### src/rtl/chip_io_bridge.sv
// rtl/chip_io_bridge.sv - pad-level bridge between narrow chip pins and wide request/response channels (optional RX timeout: CHIP_IO_BRIDGE_TIMEOUT_EN)
module chip_io_bridge #(
  parameter int PAD_W       = 12,
  parameter int REQ_W       = 40,
  parameter int RSP_W       = 32,
  parameter int TIMEOUT_CYC = 255
) (
  input  logic             clk,
  input  logic             reset_n,
  input  logic [PAD_W-1:0] in_bits,
  output logic [PAD_W-1:0] out_bits,
  output logic             req_valid,
  input  logic             req_ready,
  output logic [REQ_W-1:0] req_data,
  input  logic             rsp_valid,
  output logic             rsp_ready,
  input  logic [RSP_W-1:0] rsp_data,
  output logic             rx_timeout
);

  localparam int DW        = PAD_W - 2;
  localparam int REQ_BEATS = (REQ_W + DW - 1) / DW;
  localparam int RSP_BEATS = (RSP_W + DW - 1) / DW;
  localparam int RX_CW     = (REQ_BEATS > 1) ? $clog2(REQ_BEATS) : 1;
  localparam int TX_CW     = (RSP_BEATS > 1) ? $clog2(RSP_BEATS) : 1;
  localparam int RXW       = REQ_BEATS * DW;
  localparam int TXW       = RSP_BEATS * DW;

  localparam logic [RX_CW-1:0] RX_LAST = RX_CW'(REQ_BEATS - 1);
  localparam logic [TX_CW-1:0] TX_LAST = TX_CW'(RSP_BEATS - 1);

  typedef enum logic {RX_COLLECT, RX_HOLD} rx_state_t;
  typedef enum logic {TX_IDLE, TX_SEND} tx_state_t;

  // Pad input fields
  logic          in_valid;
  logic          out_ready;
  logic [DW-1:0] in_data;

  assign in_valid  = in_bits[PAD_W-1];
  assign out_ready = in_bits[PAD_W-2];
  assign in_data   = in_bits[DW-1:0];

  // RX state
  rx_state_t        rx_state_q, rx_state_d;
  logic [RX_CW-1:0] beat_cnt_q, beat_cnt_d;
  logic [RXW-1:0]   asm_q, asm_d;
  logic             req_valid_q, req_valid_d;
  logic             in_ack_q, in_ack_d;
  logic             rx_timeout_q, rx_timeout_d;
  logic             in_fire;

  // TX state
  tx_state_t        tx_state_q, tx_state_d;
  logic [TX_CW-1:0] tx_cnt_q, tx_cnt_d;
  logic [TXW-1:0]   tx_sh_q, tx_sh_d;

  assign in_fire = in_valid & in_ack_q;

`ifdef CHIP_IO_BRIDGE_TIMEOUT_EN
  localparam int TO_W = (TIMEOUT_CYC > 1) ? $clog2(TIMEOUT_CYC + 1) : 1;
  localparam logic [TO_W-1:0] TO_LAST = TO_W'(TIMEOUT_CYC - 1);
  logic [TO_W-1:0] idle_cnt_q, idle_cnt_d;
`endif

  // RX next state: assemble beats into the request register, then hold it until accepted
  always_comb begin
    rx_state_d   = rx_state_q;
    beat_cnt_d   = beat_cnt_q;
    asm_d        = asm_q;
    req_valid_d  = req_valid_q;
    in_ack_d     = in_ack_q;
    rx_timeout_d = 1'b0;
`ifdef CHIP_IO_BRIDGE_TIMEOUT_EN
    idle_cnt_d   = '0;
`endif
    case (rx_state_q)
      RX_COLLECT: begin
        in_ack_d    = 1'b1;
        req_valid_d = 1'b0;
        if (in_fire) begin
          for (int i = 0; i < REQ_BEATS; i++) begin
            if (beat_cnt_q == RX_CW'(i)) asm_d[i*DW +: DW] = in_data;
          end
          if (beat_cnt_q == RX_LAST) begin
            rx_state_d  = RX_HOLD;
            beat_cnt_d  = '0;
            req_valid_d = 1'b1;
            in_ack_d    = 1'b0;
          end else begin
            beat_cnt_d = beat_cnt_q + 1'b1;
          end
        end
`ifdef CHIP_IO_BRIDGE_TIMEOUT_EN
        else if (beat_cnt_q != '0) begin
          if (idle_cnt_q == TO_LAST) begin
            beat_cnt_d   = '0;
            asm_d        = '0;
            rx_timeout_d = 1'b1;
          end else begin
            idle_cnt_d = idle_cnt_q + 1'b1;
          end
        end
`endif
      end
      RX_HOLD: begin
        if (req_ready) begin
          rx_state_d  = RX_COLLECT;
          req_valid_d = 1'b0;
          in_ack_d    = 1'b1;
        end
      end
      default: rx_state_d = RX_COLLECT;
    endcase
  end

  // RX registers
  always_ff @(posedge clk or negedge reset_n) begin
    if (!reset_n) begin
      rx_state_q   <= RX_COLLECT;
      beat_cnt_q   <= '0;
      asm_q        <= '0;
      req_valid_q  <= 1'b0;
      in_ack_q     <= 1'b0;
      rx_timeout_q <= 1'b0;
    end else begin
      rx_state_q   <= rx_state_d;
      beat_cnt_q   <= beat_cnt_d;
      asm_q        <= asm_d;
      req_valid_q  <= req_valid_d;
      in_ack_q     <= in_ack_d;
      rx_timeout_q <= rx_timeout_d;
    end
  end

`ifdef CHIP_IO_BRIDGE_TIMEOUT_EN
  // Idle counter for a partially assembled request
  always_ff @(posedge clk or negedge reset_n) begin
    if (!reset_n) idle_cnt_q <= '0;
    else          idle_cnt_q <= idle_cnt_d;
  end
  assign rx_timeout = rx_timeout_q;
`else
  assign rx_timeout = 1'b0;
`endif

  // TX next state: capture a response, then shift it out one field per pad transfer
  always_comb begin
    tx_state_d = tx_state_q;
    tx_cnt_d   = tx_cnt_q;
    tx_sh_d    = tx_sh_q;
    case (tx_state_q)
      TX_IDLE: begin
        if (rsp_valid) begin
          tx_sh_d    = TXW'(rsp_data);
          tx_cnt_d   = '0;
          tx_state_d = TX_SEND;
        end
      end
      TX_SEND: begin
        if (out_ready) begin
          tx_sh_d = tx_sh_q >> DW;
          if (tx_cnt_q == TX_LAST) begin
            tx_cnt_d   = '0;
            tx_state_d = TX_IDLE;
          end else begin
            tx_cnt_d = tx_cnt_q + 1'b1;
          end
        end
      end
      default: tx_state_d = TX_IDLE;
    endcase
  end

  // TX registers
  always_ff @(posedge clk or negedge reset_n) begin
    if (!reset_n) begin
      tx_state_q <= TX_IDLE;
      tx_cnt_q   <= '0;
      tx_sh_q    <= '0;
    end else begin
      tx_state_q <= tx_state_d;
      tx_cnt_q   <= tx_cnt_d;
      tx_sh_q    <= tx_sh_d;
    end
  end

  // Outputs decode registered state only; the shift register is zero once drained
  assign out_bits  = {tx_state_q == TX_SEND, in_ack_q, tx_sh_q[DW-1:0]};
  assign rsp_ready = (tx_state_q == TX_IDLE);
  assign req_valid = req_valid_q;
  assign req_data  = asm_q[REQ_W-1:0];

endmodule

### config.mk
export PLATFORM = sky130hd
export DESIGN_NAME = chip_io_bridge
export DESIGN_NICKNAME = d
export VERILOG_FILES = /design/src/rtl/chip_io_bridge.sv
export SDC_FILE = /design/constraint.sdc
export NUM_CORES = 1
export LEC_CHECK = 0
export BUFFER_PORTS_ARGS = -buffer_cell sky130_fd_sc_hd__buf_4
export CAP_MARGIN = 40
export CORE_ASPECT_RATIO = 1.75
export CORE_UTILIZATION = 50
export DETAILED_ROUTE_END_ITERATION = 16
export HOLD_SLACK_MARGIN = 0.08
export PLACE_DENSITY = 0.75
export SYNTH_ARGS = -nofsm -noshare
export SYNTH_HDL_FRONTEND = slang
export SYNTH_SLANG_ARGS = --single-unit
### constraint.sdc
create_clock -name clk -period 1.58 [get_ports clk]
set_clock_uncertainty 0.05 [all_clocks]
set_input_delay 0.316 -clock clk [delete_from_list [all_inputs] [get_ports clk]]
set_output_delay 0.316 -clock clk [all_outputs]
set_load 0.01 [all_outputs]
==> impl_results.md <==
* Status: completed
* CTS tree: built
* Flop2flop setup slack at 0.10 ns
* Layout area overhead at 28.5%
* Critical path, cell by cell: inv_1 -> ha_1 -> nand4b_1 -> buf_12 -> mux2_4
* Starting DRT DRC Count at 156
* Global route overflow at 0
* GPL Wtd Cong at 0.718
* Hold Path Class: input pin to flip-flop
* Clock-pin slew on the worst setup and hold paths at 0.06 ns
* Crit-path slowest cell: dfrtp_1
* Syn Area/Cell at 14.2 sq um
* Number of CTS-inserted buffers at 9
* Most common cell after layout, fill and taps aside: buf_4
* Worst Max-Slew Pin Slew at 0.565 ns
* Root Buffer: clkbuf_16
* N_diodes at 0
* Crit path from: beat_cnt_q[0]
* P_leak at 2.72 nW
* Post-Route WL at 7.70 mm
* Tmin final at 1.48 ns
* Cell family with most CP delay: flip-flops
* RSZ-0062 raised after global routing: no
* IO Pins at 103
* Register area share after synthesis at 51.2%
* Req. time, crit path at 1.75 ns
* Final Cycle Share at 93.5%
* Peak supply drop at 1220 uV
* Crit path depth at 5
* GRT Util Overall at 20.0%
* Yosys warning total at 0
* Die area at 0.00820 sq mm
* CTS Buffer Depth at 2
* Highest clock rate at 677 MHz
* Vias/cell at 5.30
* Nets at 424
* WL per Instance at 16.6 um
* MaxCap Viol Count at 0
* Max_slew headroom at 62.3%
* FP Rows at 42
* Latest clock arrival within the worst-skew pair at 0.33 ns
* R2R depth at 5
* Layout cells sized above 1 at 45.5%
* Global-route wire length before repair at 12.0 mm
* Starting Density at 51.7%
* # setup viols final at 0
* Commonest cells after routing, fill and taps aside: buf_4 (107), dfrtp_1 (79), mux2i_1 (75)
* H-tree Lvls at 3
* Synth Area in XOR/XNOR at 0.224%
* Sum Neg Setup Slack at 0 ns
* Yosys reg bits at 80
* Chip height at 119 um
* CTS Sinks at 80
* RR Startpoint: beat_cnt_q[0]
* Post-synthesis cell area at 0.00391 sq mm
* CP Max Fanout at 10
* End of the critical path: req_data[9]
* Initial antenna violation count at 0
* Post-synthesis simple-gate area fraction at 3.42%
* CP endpoint kind: flip-flop
* CP Buf/Inv Count at 2
* Syn Inst Count at 276
* Die width at 68.9 um
* Combinational family with the most area after synthesis: multiplexers
* Crit Path Class: flip-flop to flip-flop
* Vias in the first global route at 2473
* Compound-Gate Fraction of Synth Area at 2.69%
* CP max stage delay at 0.42 ns
* # port buffers at 101
* ANT nets after route at 0
* Hpwl dp at 5.05 mm
* Drt first pass iters at 4
* Power per Cell Area at 1880 mW/mm^2
* Max Slew Vio Count at 0
* Mapped Nets at 329
* Worst hold slack at 0.191 ns
* Post-synthesis adder-cell area fraction at 1.60%
* Vias at 2459
* Post-synthesis mux area share at 34.8%
* Crit path launch type: flip-flop
* FF-to-FF End: req_data[9]
* Distinct cells, synth at 25
* Arrival time worst endpoint at 1.64 ns
* Final Util at 66.4%
* Fin. Hold Viols at 0
* Drt drc at 0
* FILL cells at 566
* Largest net degree at the start of global routing at 81
* Core area at 0.00757 sq mm
timing repair:
action	4_1_cts	5_1_grt
buffers inserted	2	1
hold endpoints to repair	80	0
endpoints found under the setup margin	1	4
hold buffers	1	0
gates resized for setup	1	0
pin swaps	0	1
sequential cells by signal, indices dropped and copies added, names as in the netlist:
| name | flops |
|---|---|
| beat_cnt_q | 2 |
| tx_state_q | 1 |
| req_valid | 1 |
| req_data | 40 |
| rx_state_q | 1 |
| in_ack_q | 1 |
| tx_cnt_q | 2 |
| tx_sh_q | 32 |
metal layers:
layer | part of all wire (%) | routed length, um | track usage, %
met1 | 40 | 3100 | 23.5
met2 | 53 | 4090 | 32.9
met3 | 5.3 | 407 | 5.84
met4 | 1.4 | 107 | 8.16
met5 | 0 | 0 | 0
synthesized netlist by cell type (all sizes together):
cell,count,area [sq um]
dfrtp,80,2000
mux2i,75,751
mux2,42,612
buf,30,220
nand2,11,41.3
o22ai,11,68.8
ha,5,62.6
inv,4,15.0
nand4b,4,50.1
nand2b,2,12.5
nor2,2,7.51
a211o,1,8.76
a31oi,1,6.26
and3,1,6.26
and3b,1,8.76
conb,1,3.75
nand3b,1,7.51
o21a,1,7.51
o21ai,1,5.00
o2bb2ai,1,8.76
xnor2,1,8.76
cell families (layout without fill, tap and decap cells):
kind of cell,count (synthesis),count (layout)
AO/OA/AOI/OAI,16,16
XOR/XNOR,1,1
adder cells (fa/ha/maj),5,5
buffers and inverters,34,134
flip-flops,80,80
multiplexers,117,117
other,1,1
AND/OR/NAND/NOR,22,22
final cells by class:
cell class	count	area [sq um]	area share [%]
Clock inverter	2	12.5	0.249
Timing Repair Buffer	114	933	18.6
Inverter	4	15.0	0.299
Tap cell	88	110	2.19
Sequential cell	80	2010	39.9
Clock buffer	14	274	5.45
Multi-Input combinational cell	162	1680	33.3
per-stage QoR:
stage | instances | power (mW) | instance area, sq um | worst slack [ns]
floorplan | 276 | 5.97 | 3910 | 0.199
global placement | 444 | 7.33 | 4690 | 0.133
detailed placement | 444 | 7.44 | 4690 | 0.0677
CTS | 463 | 9.52 | 5010 | 0.0612
global route | 464 | 9.96 | 5030 | 0.0307
finish | 464 | 9.45 | 5030 | 0.103
power by group:
| part | total, mW | leakage (nW) | switching [mW] | internal, mW |
|---|---|---|---|---|
| logic | 3.93 | 1.59 | 1.53 | 2.40 |
| registers | 3.54 | 0.998 | 0.614 | 2.93 |
| clock network | 1.98 | 0.139 | 0.784 | 1.19 |
| total | 9.45 | 2.72 | 2.93 | 6.52 |
worst min-delay path by stage:
stage,start,end,cells past startpoint
2_1_floorplan,reset_n,beat_cnt_q[0],0
3_3_place_gp,reset_n,tx_sh_q[6],2
3_5_place_dp,reset_n,tx_sh_q[8],2
4_1_cts,in_bits[3],req_data[3],2
5_1_grt,in_bits[3],req_data[23],2
6_report,in_bits[4],req_data[24],2
Note: power is estimated with default switching activity, not from simulation.
